File: src/rtl/core_bus_demux.sv
// core_bus_demux: address-decoding bridge from one core memory port to N_SLV slave ports
// Ports:
//   clk, reset                  rising-edge clock, asynchronous active-high reset
//   mem_valid/instr/addr/wdata/wstrb  core request (wstrb==0 is a read)
//   mem_ready, mem_rdata        one-cycle completion pulse and read data to the core
//   slv_valid                   one-hot request to the decoded slave
//   slv_instr/addr/wdata/wstrb  registered request broadcast to all slaves
//   slv_ready, slv_rdata        per-slave completion and packed read data
//   bus_err                     error pulse, coincident with mem_ready
//   err_addr, err_cnt           address of the last error, saturating error count
module core_bus_demux #(
  parameter int                   N_SLV     = 2,
  parameter logic [N_SLV*32-1:0]  ADDR_BASE = {32'h0001_0000, 32'h0000_0000},
  parameter logic [N_SLV*32-1:0]  ADDR_MASK = {32'hFFFF_0000, 32'hFFFF_0000},
  parameter int                   TIMEOUT   = 256,
  parameter logic [31:0]          ERR_RDATA = 32'hDEAD_BEEF
) (
  input  logic                  clk,
  input  logic                  reset,
  input  logic                  mem_valid,
  input  logic                  mem_instr,
  input  logic [31:0]           mem_addr,
  input  logic [31:0]           mem_wdata,
  input  logic [3:0]            mem_wstrb,
  output logic                  mem_ready,
  output logic [31:0]           mem_rdata,
  output logic [N_SLV-1:0]      slv_valid,
  output logic                  slv_instr,
  output logic [31:0]           slv_addr,
  output logic [31:0]           slv_wdata,
  output logic [3:0]            slv_wstrb,
  input  logic [N_SLV-1:0]      slv_ready,
  input  logic [N_SLV*32-1:0]   slv_rdata,
  output logic                  bus_err,
  output logic [31:0]           err_addr,
  output logic [15:0]           err_cnt
);
  localparam int CW = TIMEOUT > 1 ? $clog2(TIMEOUT) : 1;
  localparam logic [CW-1:0] TO_LAST = CW'(TIMEOUT > 0 ? TIMEOUT - 1 : 0);
  typedef enum logic [1:0] {IDLE, ACCESS, ERROR, RESP} state_t;
  state_t state_q, state_d;
  logic mem_ready_q, mem_ready_d, slv_instr_q, slv_instr_d, bus_err_q, bus_err_d;
  logic [31:0] mem_rdata_q, mem_rdata_d, slv_addr_q, slv_addr_d, slv_wdata_q, slv_wdata_d;
  logic [31:0] err_addr_q, err_addr_d;
  logic [N_SLV-1:0] slv_valid_q, slv_valid_d, hit;
  logic [3:0] slv_wstrb_q, slv_wstrb_d;
  logic [15:0] err_cnt_q, err_cnt_d;
  logic [CW-1:0] cnt_q, cnt_d;
  logic sel_rdy;
  logic [31:0] sel_rdata;
  // Descending scan so the lowest matching slave index is the one left in hit.
  // slv_valid_q doubles as the registered one-hot select while in ACCESS.
  always_comb begin
    hit = '0;
    sel_rdata = '0;
    for (int i = N_SLV - 1; i >= 0; i--)
      if ((mem_addr & ADDR_MASK[32*i+:32]) == (ADDR_BASE[32*i+:32] & ADDR_MASK[32*i+:32]))
        hit = N_SLV'(1) << i;
    for (int i = 0; i < N_SLV; i++)
      sel_rdata = sel_rdata | (slv_rdata[32*i+:32] & {32{slv_valid_q[i]}});
    sel_rdy = |(slv_ready & slv_valid_q);
  end
  always_comb begin
    state_d = state_q;
    mem_ready_d = 1'b0;
    bus_err_d = 1'b0;
    mem_rdata_d = mem_rdata_q;
    slv_valid_d = slv_valid_q;
    slv_instr_d = slv_instr_q;
    slv_addr_d = slv_addr_q;
    slv_wdata_d = slv_wdata_q;
    slv_wstrb_d = slv_wstrb_q;
    err_addr_d = err_addr_q;
    err_cnt_d = err_cnt_q;
    cnt_d = cnt_q;
    unique case (state_q)
      IDLE: if (mem_valid) begin
        slv_addr_d = mem_addr;
        slv_wdata_d = mem_wdata;
        slv_wstrb_d = mem_wstrb;
        slv_instr_d = mem_instr;
        slv_valid_d = hit;
        cnt_d = '0;
        state_d = |hit ? ACCESS : ERROR;
      end
      ACCESS: begin
        cnt_d = cnt_q + 1'b1;
        // Ready is tested before the timeout so a last-cycle completion wins.
        if (sel_rdy) begin
          mem_rdata_d = sel_rdata;
          mem_ready_d = 1'b1;
          slv_valid_d = '0;
          state_d = RESP;
        end else if (TIMEOUT != 0 && cnt_q == TO_LAST) begin
          slv_valid_d = '0;
          state_d = ERROR;
        end
      end
      ERROR: begin
        mem_rdata_d = ERR_RDATA;
        mem_ready_d = 1'b1;
        bus_err_d = 1'b1;
        err_addr_d = slv_addr_q;
        err_cnt_d = err_cnt_q == 16'hFFFF ? err_cnt_q : err_cnt_q + 16'd1;
        state_d = RESP;
      end
      RESP: state_d = IDLE;
    endcase
  end
  always_ff @(posedge clk or posedge reset)
    if (reset) begin
      state_q <= IDLE;
      mem_ready_q <= 1'b0;
      mem_rdata_q <= '0;
      slv_valid_q <= '0;
      slv_instr_q <= 1'b0;
      slv_addr_q <= '0;
      slv_wdata_q <= '0;
      slv_wstrb_q <= '0;
      bus_err_q <= 1'b0;
      err_addr_q <= '0;
      err_cnt_q <= '0;
      cnt_q <= '0;
    end else begin
      state_q <= state_d;
      mem_ready_q <= mem_ready_d;
      mem_rdata_q <= mem_rdata_d;
      slv_valid_q <= slv_valid_d;
      slv_instr_q <= slv_instr_d;
      slv_addr_q <= slv_addr_d;
      slv_wdata_q <= slv_wdata_d;
      slv_wstrb_q <= slv_wstrb_d;
      bus_err_q <= bus_err_d;
      err_addr_q <= err_addr_d;
      err_cnt_q <= err_cnt_d;
      cnt_q <= cnt_d;
    end
  assign mem_ready = mem_ready_q;
  assign mem_rdata = mem_rdata_q;
  assign slv_valid = slv_valid_q;
  assign slv_instr = slv_instr_q;
  assign slv_addr = slv_addr_q;
  assign slv_wdata = slv_wdata_q;
  assign slv_wstrb = slv_wstrb_q;
  assign bus_err = bus_err_q;
  assign err_addr = err_addr_q;
  assign err_cnt = err_cnt_q;
endmodule

File: config.mk
export PLATFORM = sky130hd
export DESIGN_NAME = core_bus_demux
export DESIGN_NICKNAME = d
export VERILOG_FILES = /design/src/rtl/core_bus_demux.sv
export SDC_FILE = /design/constraint.sdc
export NUM_CORES = 1
export LEC_CHECK = 0
export BUFFER_PORTS_ARGS = -buffer_cell sky130_fd_sc_hd__buf_4
export CORE_MARGIN = 1
export CORE_UTILIZATION = 46
export CTS_CLUSTER_SIZE = 40
export DETAILED_ROUTE_END_ITERATION = 12
export HOLD_SLACK_MARGIN = 0.06
export PLACE_DENSITY = 0.78
export SYNTH_ARGS = -nofsm -noshare
export SYNTH_HDL_FRONTEND = slang
export SYNTH_SLANG_ARGS = --single-unit
File: constraint.sdc
create_clock -name clk -period 5.8 [get_ports clk]
set_clock_uncertainty 0.15 [all_clocks]
set_input_delay 0.58 -clock clk [delete_from_list [all_inputs] [get_ports clk]]
set_output_delay 0.58 -clock clk [all_outputs]
set_load 0.05 [all_outputs]
# [Yosys cells after proc, flatten, opt, wreduce, memory -nomap -nowiden]
# Cells that the tools add are included.
[op_classes] n_addsub=2 eq_ne=9 mux=18 bitwise_logic=5 reduce_logical=12
[ops] cell="bitwise AND 32 bit" count=2
[ops] cell="case mux 32 bit (2 select lines)" count=1
[ops] cell="logical NOT 32 bit" count=1
[ops] cell="two-way mux 32 bit" count=1
[ops] cell="bitwise OR 32 bit" count=1
[ops] cell="two-way mux 2 bit" count=9
[ops] cell="adder 16 x 1 -> 16 bit (second input constant)" count=1
[ops] cell="equality test 16 x 1 -> 1 bit (second input constant)" count=1
[ops] cell="equality test 16 bit (second input constant)" count=1
[ops] cell="case mux 8 bit (2 select lines)" count=1
[ops] cell="AND reduction 2 bit" count=5
[ops] cell="adder 8 x 1 -> 8 bit (second input constant)" count=1
[ops] cell="equality test 8 bit (second input constant)" count=1
[ops] cell="two-way mux 8 bit" count=1
[ops] cell="case mux 2 bit (4 select lines)" count=1
[ops] cell="equality test 2 bit (second input constant)" count=2
[ops] cell="inequality test 2 bit (second input constant)" count=2
[ops] cell="case mux 2 bit (2 select lines)" count=1
[ops] cell="nonzero test 2 bit" count=2
[ops] cell="OR reduction 2 bit" count=2
[ops] cell="inequality test 3 bit (second input constant)" count=1
[ops] cell="AND reduction 3 bit" count=1
[ops] cell="bitwise AND 2 bit" count=1
[ops] cell="equality test 2 x 1 -> 1 bit (second input constant)" count=1
[ops] cell="other kinds (4)" count=5
[totals] regBits=163 in_bits=138 output_inout_bits=153 elab_cells=58

# [Longest topological paths before layout]
# Gate-level depths: netlist of run 1.
[depth] depth_word=7 ltp_mapped=8

# [Worst setup path after synthesis of run 1]
# No wires, ideal clock.
[synth_timing] kind="reg-to-reg" from="reg err_cnt_q[0], in the netlist err_cnt[0]" to="reg err_cnt_q[3], in the netlist err_cnt[3]" arrival_ps=1910 setup_slack_ps=3596 stages_incl_launch_ff=8 synth_period_minus_slack_ps=2204 cell_sequence="dfrtp_1 -> ha_1 -> nand4_1 -> nor3_2 -> a41oi_2 -> buf_6 -> nand4_1 -> xnor2_1"
[synth_between] elab_chain_cells=3
[synth_rtl] element="start, declared" line_no="47" text="logic [15:0] err_cnt_q, err_cnt_d;"
[synth_rtl] element="start signal, assigned" line_no="135" text="err_cnt_q <= err_cnt_d;"
[synth_rtl] element="branches (longest 3 deep; another with adder 16 x 1 -> 16 bit)"
# Parallel ways; which one is timed is not known.
# A chain may end at the register's enable or synchronous reset.

# [Worst setup path after layout of run 1]
[layout_timing] from="reg slv_valid_q[0], in the netlist slv_valid[0]" to="reg mem_rdata_q[3], in the netlist mem_rdata[3]"
[layout_between] elab_chain_cells=4
[layout_rtl] element="start, declared" line_no="45" text="logic [N_SLV-1:0] slv_valid_q, slv_valid_d, hit;"
[layout_rtl] element="start signal, assigned" line_no="128" text="slv_valid_q <= slv_valid_d;"
[layout_rtl] element="bitwise AND 32 bit / bitwise AND 2 bit (equally long branches)" line_no="60, 61"
[layout_rtl] element="bitwise OR 32 bit / OR reduction 2 bit (equally long branches)" line_no="60, 61"
[layout_rtl] element="two-way mux 32 bit / inequality test 2 bit (equally long branches)"
[layout_rtl] element="case mux 32 bit (2 select lines) / AND reduction 2 bit (equally long branches)"
[layout_rtl] element="end signal, assigned" line_no="127" text="mem_rdata_q <= mem_rdata_d;"
[layout_rtl] element="end, declared" line_no="43" text="logic [31:0] mem_rdata_q, mem_rdata_d, slv_addr_q, slv_addr_d, slv_wdata_q, slv_wdata_d;"
# Several ways; a longest one is shown, not always the timed one. The select of a mux whose other input is x is not followed.

==> flow_summary.json, run 1 <==
{
  "core_um2": 14000,
  "start_util_pct": 47.4,
  "muxShareOfSynthArea_pct": 18.3,
  "nNetsFinal": 929,
  "cts_made_buffers": 17,
  "syn-num-nets": 644,
  "drive_above_1_share_pct": 54.0,
  "grt_setup_unrepaired": "no",
  "cts-root-buf": "clkbuf_16",
  "synth_xor_area_share_pct": 2.38,
  "yosysWarnings": 0,
  "yosysTopAreaCell": "dfrtp_1",
  "grt_pass1_vias": 5334,
  "routed_wl_um": 17300,
  "report.final.hold_viol_count": 0,
  "fp.dieArea_um2": 14900,
  "clk_latency_ns": 0.42,
  "syn_area_um2": 6630,
  "synth-simple-area-share_pct": 7.29,
  "crit_path_start_kind": "register",
  "synth_flop_cell": "dfrtp_1",
  "synth_most_common_cell": "dfrtp_1",
  "fin_hold_ws_ns": 0.241,
  "drtIter0Drc": 171,
  "avgSynthCellArea_um2": 13.3,
  "finalSetupViolCount": 0,
  "maxSlewHeadroom_pct": 23.4,
  "critPathLaunch": "slv_valid[0]",
  "final_area_um2": 9610,
  "synth.area.top_cells": "dfrtp_1 (62%), mux2_2 (17%), a221oi_1 (3.2%), nor2_1 (2.4%), xnor2_1 (1.8%)",
  "critical_path_class": "register to register",
  "fin_tns_setup_ns": 0,
  "placement.cell_area_um2": 8950,
  "arrival_ns": 3.08,
  "synth_edf_count": 0,
  "gp_congestion": 0.786,
  "worstSetupEndpointType": "register",
  "synth_fa_ha_area_share_pct": 1.13,
  "cts_hold_buf": 0,
  "ys_seq_area_share_pct": 61.5,
  "rr_startpoint": "slv_valid[0]",
  "powerDensity_nw_per_um2": 257,
  "cts_resized": 0,
  "path_max_fanout": 35,
  "avgViaCountPerCell": 5.29,
  "ys_async_sr_fraction_pct": 100,
  "nFillCells": 1000,
  "min_period_over_period_pct": 50.7,
  "cellLeakagePower_nw": 5.12,
  "synth_cells": 500,
  "status": "complete, no violations",
  "die_x_um": 122,
  "ys_top_cells_by_count": "dfrtp_1 (163), mux2_2 (103), nor2_1 (42), nand2_1 (30), a221oi_1 (24)",
  "cts_tree": "yes",
  "die_y_um": 122,
  "yosysTopAreaCellShare_pct": 61.5,
  "htree_levels": 4,
  "first_pass_iters": 6,
  "synth_compound_area_share_pct": 7.27,
  "whs_endpoint": "slv_wdata[3]",
  "ir_drop_mv": 0.197,
  "r2r-end": "mem_rdata[3]",
  "period_minus_slack_ns": 2.94,
  "placementRows": 43,
  "r2r_cells": 5,
  "finalMaxSlewViolations": 0,
  "synth_top_family_by_area": "multiplexers",
  "seq_area_um2": 4080,
  "grt_pass1_wl_um": 26300,
  "layout.cells.non_filler": 978,
  "cts_sinks": 163,
  "tightest_slew_ns": 1.15,
  "wire_per_inst_um": 17.7,
  "portBuffers": 290,
  "min_from": "mem_wdata[3]",
  "synth_seq_cells": 163,
  "hpwlAfterDp_um": 12500,
  "ios": 291,
  "hold_path_class": "primary input to register",
  "clk_pin_slew_ns": 0.06,
  "grt_overflow": 0,
  "maxCapViolCount": 0,
  "hold_path_depth": 2,
  "vias": 5174,
  "cts_buffer_depth": 2,
  "reg2reg_slack_ns": 2.86,
  "cts_setup_buffers": 0,
  "multi_input_area_um2": 2420,
  "cp.required_ns": 5.94,
  "drc": 0,
  "antenna_left": 0,
  "grt_max_degree": 118,
  "synth_cell_type_count": 36,
  "dp.cells": 946,
  "grt_util_all_layers_pct": 23.5,
  "diodes": 0,
  "syn2layout_area_growth_pct": 44.9,
  "antenna_found_initial": 0,
  "fmax_ghz": 0.340
}
[where the power goes]
group	internal [W]	total (W)	switching [W]
logic	0.0000591	0.0000978	0.0000387
registers	0.00114	0.00114	0
clock network	0.000792	0.00124	0.000445
[cell families (layout without fill, tap and decap cells)]
family	count (synthesis)	count (layout)
AOI/OAI and AO/OA	65	65
xor gates and xnor gates	18	18
adders and majority gates	6	6
buffers and inverters	33	331
DFF	163	163
muxes	108	108
and+or+nand+nor	107	107
[layer usage]
layer / wire, um / vias to the layer above / global-route usage (%)
li1: - / 2374 / -
met1: 6500 / 2536 / 26.4
met2: 8700 / 240 / 39.4
met3: 1760 / 24 / 10.1
met4: 372 / 0 / 8.80
met5: 0 / - / 0
[cell usage in the layout (no fill, tap or decap), drive strengths merged, types with 3 or more instances in the layout]
cell	n
buf	293
dfrtp	163
mux2	103
nor2	42
nand2	30
a221oi	24
o21ai	22
clkbuf	21
xnor2	14
nand3	10
a22oi	9
inv	9
nand4	8
ha	6
nand2b	5
mux2i	5
bufinv	5
xor2	4
nor4	3
a22o	3
[worst max-delay path: stages (launching register included)]
cell and delay, ns:
dfrtp_1 1.07, a22oi_1 0.27, nand2b_1 0.23, nand2b_1 0.56
a221oi_1 0.44, nor2_1 0.09
[worst max path at each step]
stage / depth (start not counted) / end / slack (ns)
global route: 5 / mem_rdata[16] / 2.61
detailed placement: 5 / mem_rdata[3] / 2.83
global placement: 5 / mem_rdata[0] / 3.13
finish: 5 / mem_rdata[3] / 2.86
floorplan: 1 / bus_err / 0.67
CTS: 5 / mem_rdata[3] / 2.80
[cell type report]
class / instances / area share, %
Clock buffer: 21 / 4.79
Tap cell: 180 / 2.34
Multi-Input combinational cell: 304 / 25.2
Sequential cell: 163 / 42.5
Clock inverter: 11 / 2.06
Timing Repair Buffer: 293 / 22.9
Inverter: 6 / 0.287
[state kept, by name, summed over array words and instances, names as in the netlist]
name	count
err_addr	32
mem_rdata	32
slv_addr	32
slv_wdata	32
err_cnt	16
cnt_q	8
slv_wstrb	4
slv_valid	2
state_q	2
bus_err	1
mem_ready	1
slv_instr	1
[stage by stage]
stage               worst slack (ns)  power (W)  util, %
floorplan                      0.665    0.00118        -
global placement                3.13    0.00126     64.0
finish                          2.86    0.00247     68.7
global route                    2.61    0.00255     68.7
CTS                             2.80    0.00250     68.7
detailed placement              2.83    0.00126     64.0
No activity file was read; power rests on OpenSTA's default activity.
==> run 2: changes to the inputs <==
--- a/config.mk
+++ b/config.mk
@@ -7,11 +7,11 @@
 export LEC_CHECK = 0
 export BUFFER_PORTS_ARGS = -buffer_cell sky130_fd_sc_hd__buf_4
 export CORE_MARGIN = 1
-export CORE_UTILIZATION = 46
+export CORE_UTILIZATION = 43
 export CTS_CLUSTER_SIZE = 40
 export DETAILED_ROUTE_END_ITERATION = 12
 export HOLD_SLACK_MARGIN = 0.06
-export PLACE_DENSITY = 0.78
+export PLACE_DENSITY = 0.77
 export SYNTH_ARGS = -nofsm -noshare
 export SYNTH_HDL_FRONTEND = slang
 export SYNTH_SLANG_ARGS = --single-unit
==> constraint.sdc (replaced) <==
create_clock -name clk -period 2.5 [get_ports clk]
set_clock_uncertainty 0.15 [all_clocks]
set_input_delay 0.25 -clock clk [delete_from_list [all_inputs] [get_ports clk]]
set_output_delay 0.25 -clock clk [all_outputs]
set_load 0.05 [all_outputs]
==> run 2 against run 1 <==
Effect of this change:
- sequential share of layout area decreased by 5.1 points
- utilization increased by 3.4 points
- fmax increased by 33%
- setup slack got worse by 2.6 ns
- power increased by 120%
- combinational power increased to 4.0 times the previous value
- sequential power increased by 130%
- flip-flop and latch count unchanged
- critical endpoint is now mem_rdata[25]
- clock power increased by 100%
- largest power group is now registers
==> flow_summary.json, run 2 (synthesis results as in run 1) <==
{
  "status": "complete, no violations",
  "fin_hold_ws_ns": 0.0874,
  "layout.cells.non_filler": 1124,
  "grt_util_all_layers_pct": 26.4,
  "critPathMaxStageDelay_ns": 0.44,
  "crit_path_start_kind": "register",
  "pre_cts_ws_ns": 0.111,
  "period_minus_slack_ns": 2.22,
  "first_pass_iters": 4,
  "clk_latency_ns": 0.42,
  "antenna_found_initial": 1,
  "grt_max_degree": 164,
  "seqPwrFrac_pct": 47.6,
  "hold_path_class": "primary input to register",
  "cts_tree": "yes",
  "grt_overflow": 0,
  "top_layer": "met4",
  "fin_tns_setup_ns": 0,
  "pwr-share-clk_pct": 45.3,
  "cpLargestDelayFamily": "simple AND/OR/NAND/NOR gates",
  "start_util_pct": 43.8,
  "finalSetupViolCount": 0,
  "p_switching_w": 0.00117,
  "ios": 291,
  "seq_area_um2": 4080,
  "m1WireLength_um": 7840,
  "grt_setup_unrepaired": "no",
  "path_buf_inv": 1,
  "path_cells": "inv_1 -> ha_1 -> nand2b_1 -> nand2b_2 -> a221oi_1 -> nor2_1",
  "met3_length_um": 1830,
  "drc": 0,
  "ir_drop_mv": 0.408,
  "cp.required_ns": 2.63,
  "combPwrFrac_pct": 7.1,
  "die_x_um": 126,
  "maxCapViolCount": 0,
  "fmax_ghz": 0.451,
  "nNetsFinal": 1068,
  "cts-root-buf": "clkbuf_16",
  "clk_pin_slew_ns": 0.06,
  "maxSlewHeadroom_pct": 38.9,
  "cts_sinks": 163,
  "drtIter0Drc": 245,
  "critical_path_class": "register to register",
  "vias": 5795,
  "path_max_fanout": 19,
  "worstSetupEndpointType": "register",
  "syn2layout_area_growth_pct": 64.8,
  "slowest_stage": "ha_1",
  "gp_congestion": 0.783,
  "wire_per_inst_um": 18.5,
  "dp.cells": 960,
  "cellLeakagePower_nw": 5.62,
  "grt_pass1_wl_um": 32500,
  "arrival_ns": 2.35,
  "final_cell_mix": "buf_4 (297), dfrtp_1 (163), dlygate4sd3_1 (133)",
  "routed_wl_um": 20800,
  "cts_made_buffers": 17,
  "cts_setup_buffers": 0,
  "sw_frac_of_total_pct": 21.0,
  "hpwlAfterDp_um": 12200,
  "avgViaCountPerCell": 5.16,
  "finalMaxSlewViolations": 0,
  "final_common_cell": "buf_4",
  "internal_power_w": 0.00438,
  "fp.dieArea_um2": 15900,
  "report.final.hold_viol_count": 0,
  "portBuffers": 290,
  "fin_ws_ns": 0.282,
  "drive_above_1_share_pct": 46.6,
  "htree_levels": 4,
  "die_y_um": 126,
  "grt_pass1_vias": 6264,
  "multi_input_area_um2": 2420,
  "wl_met2_um": 10600,
  "placementRows": 45,
  "powerDensity_nw_per_um2": 508,
  "core_um2": 15100,
  "tightest_slew_ns": 0.917,
  "nFillCells": 968,
  "cts_buffer_depth": 2,
  "min_period_over_period_pct": 88.7,
  "antenna_left": 0
}
## run 2: cell types whose count changed in the layout (fill, tap and decap cells not counted)
| cell | previous run | this run |
|---|---|---|
| buf_4 | 293 | 297 |
| nand2b_1 | 5 | 4 |
| nand2b_2 | 0 | 1 |
| diode_2 | 0 | 1 |
| dlygate4sd3_1 | 0 | 133 |
| buf_12 | 0 | 2 |
| bufinv_16 | 5 | 2 |
| clkbuf_8 | 2 | 1 |
| clkinvlp_4 | 1 | 4 |
| inv_6 | 4 | 0 |
| clkinv_2 | 1 | 4 |
## run 2: worst min-delay path: cells and delay by family
| kind | cells | cell delay [ns] |
|---|---|---|
| buffers and inverters | 1 | 0.08 |
| AO/OA/AOI/OAI | 2 | 0.28 |
## run 2: timing repair
action                                  in CTS  in global routing
endpoints found under the hold margin      266                  0
hold buffers                               133                  0
endpoints found under the setup margin       0                 19
resized for setup                            0                  1
## run 2: power groups by stage
stage          Combinational (W)  Clock (W)  Sequential, W
2_1_floorplan          0.0000419          0        0.00269
6_report                0.000394    0.00251        0.00264
4_1_cts                 0.000383    0.00255        0.00264
5_1_grt                 0.000422    0.00267        0.00264
3_5_place_dp            0.000233          0        0.00269
3_3_place_gp            0.000227          0        0.00269
## run 2: final timing paths
kind / startpoint / to / slack, ns / depth (start not counted)
max: state_q[1] / mem_rdata[25] / 0.28 / 6
min: slv_rdata[29] / mem_rdata[29] / 0.09 / 3
max reg2reg: state_q[1] / mem_rdata[25] / 0.28 / 6
min reg2reg: mem_rdata[14] / mem_rdata[14] / 0.34 / 2
max in group asynchronous: reset / mem_ready / 1.02 / 4
min in group asynchronous: reset / mem_rdata[12] / 0.44 / 4
## run 2: cell type report
cell class              instances  share of cell area [%]
diodes                          1                  0.0229
clock buffers                  20                    4.09
clock inverters                10                    1.02
inverters                       6                   0.241
multi-input cells             304                    22.2
flip-flops and latches        163                    37.3
well taps                     188                    2.15
repair buffers                432                    33.0
## run 2: metrics by stage
stage	total power (W)	instance area, um2	utilization, %
detailed placement	0.00292	9030	59.6
global route	0.00573	10900	72.1
floorplan	0.00273	6630	-
finish	0.00554	10900	72.1
CTS	0.00557	10900	72.1
global placement	0.00291	9030	59.6
## run 2: per-layer routing
| layer | global-route usage, % | vias up |
|---|---|---|
| met5 | 0 | - |
| met4 | 11.0 | 0 |
| met3 | 8.62 | 41 |
| met2 | 45.9 | 292 |
| met1 | 30.0 | 2829 |
| li1 | - | 2633 |
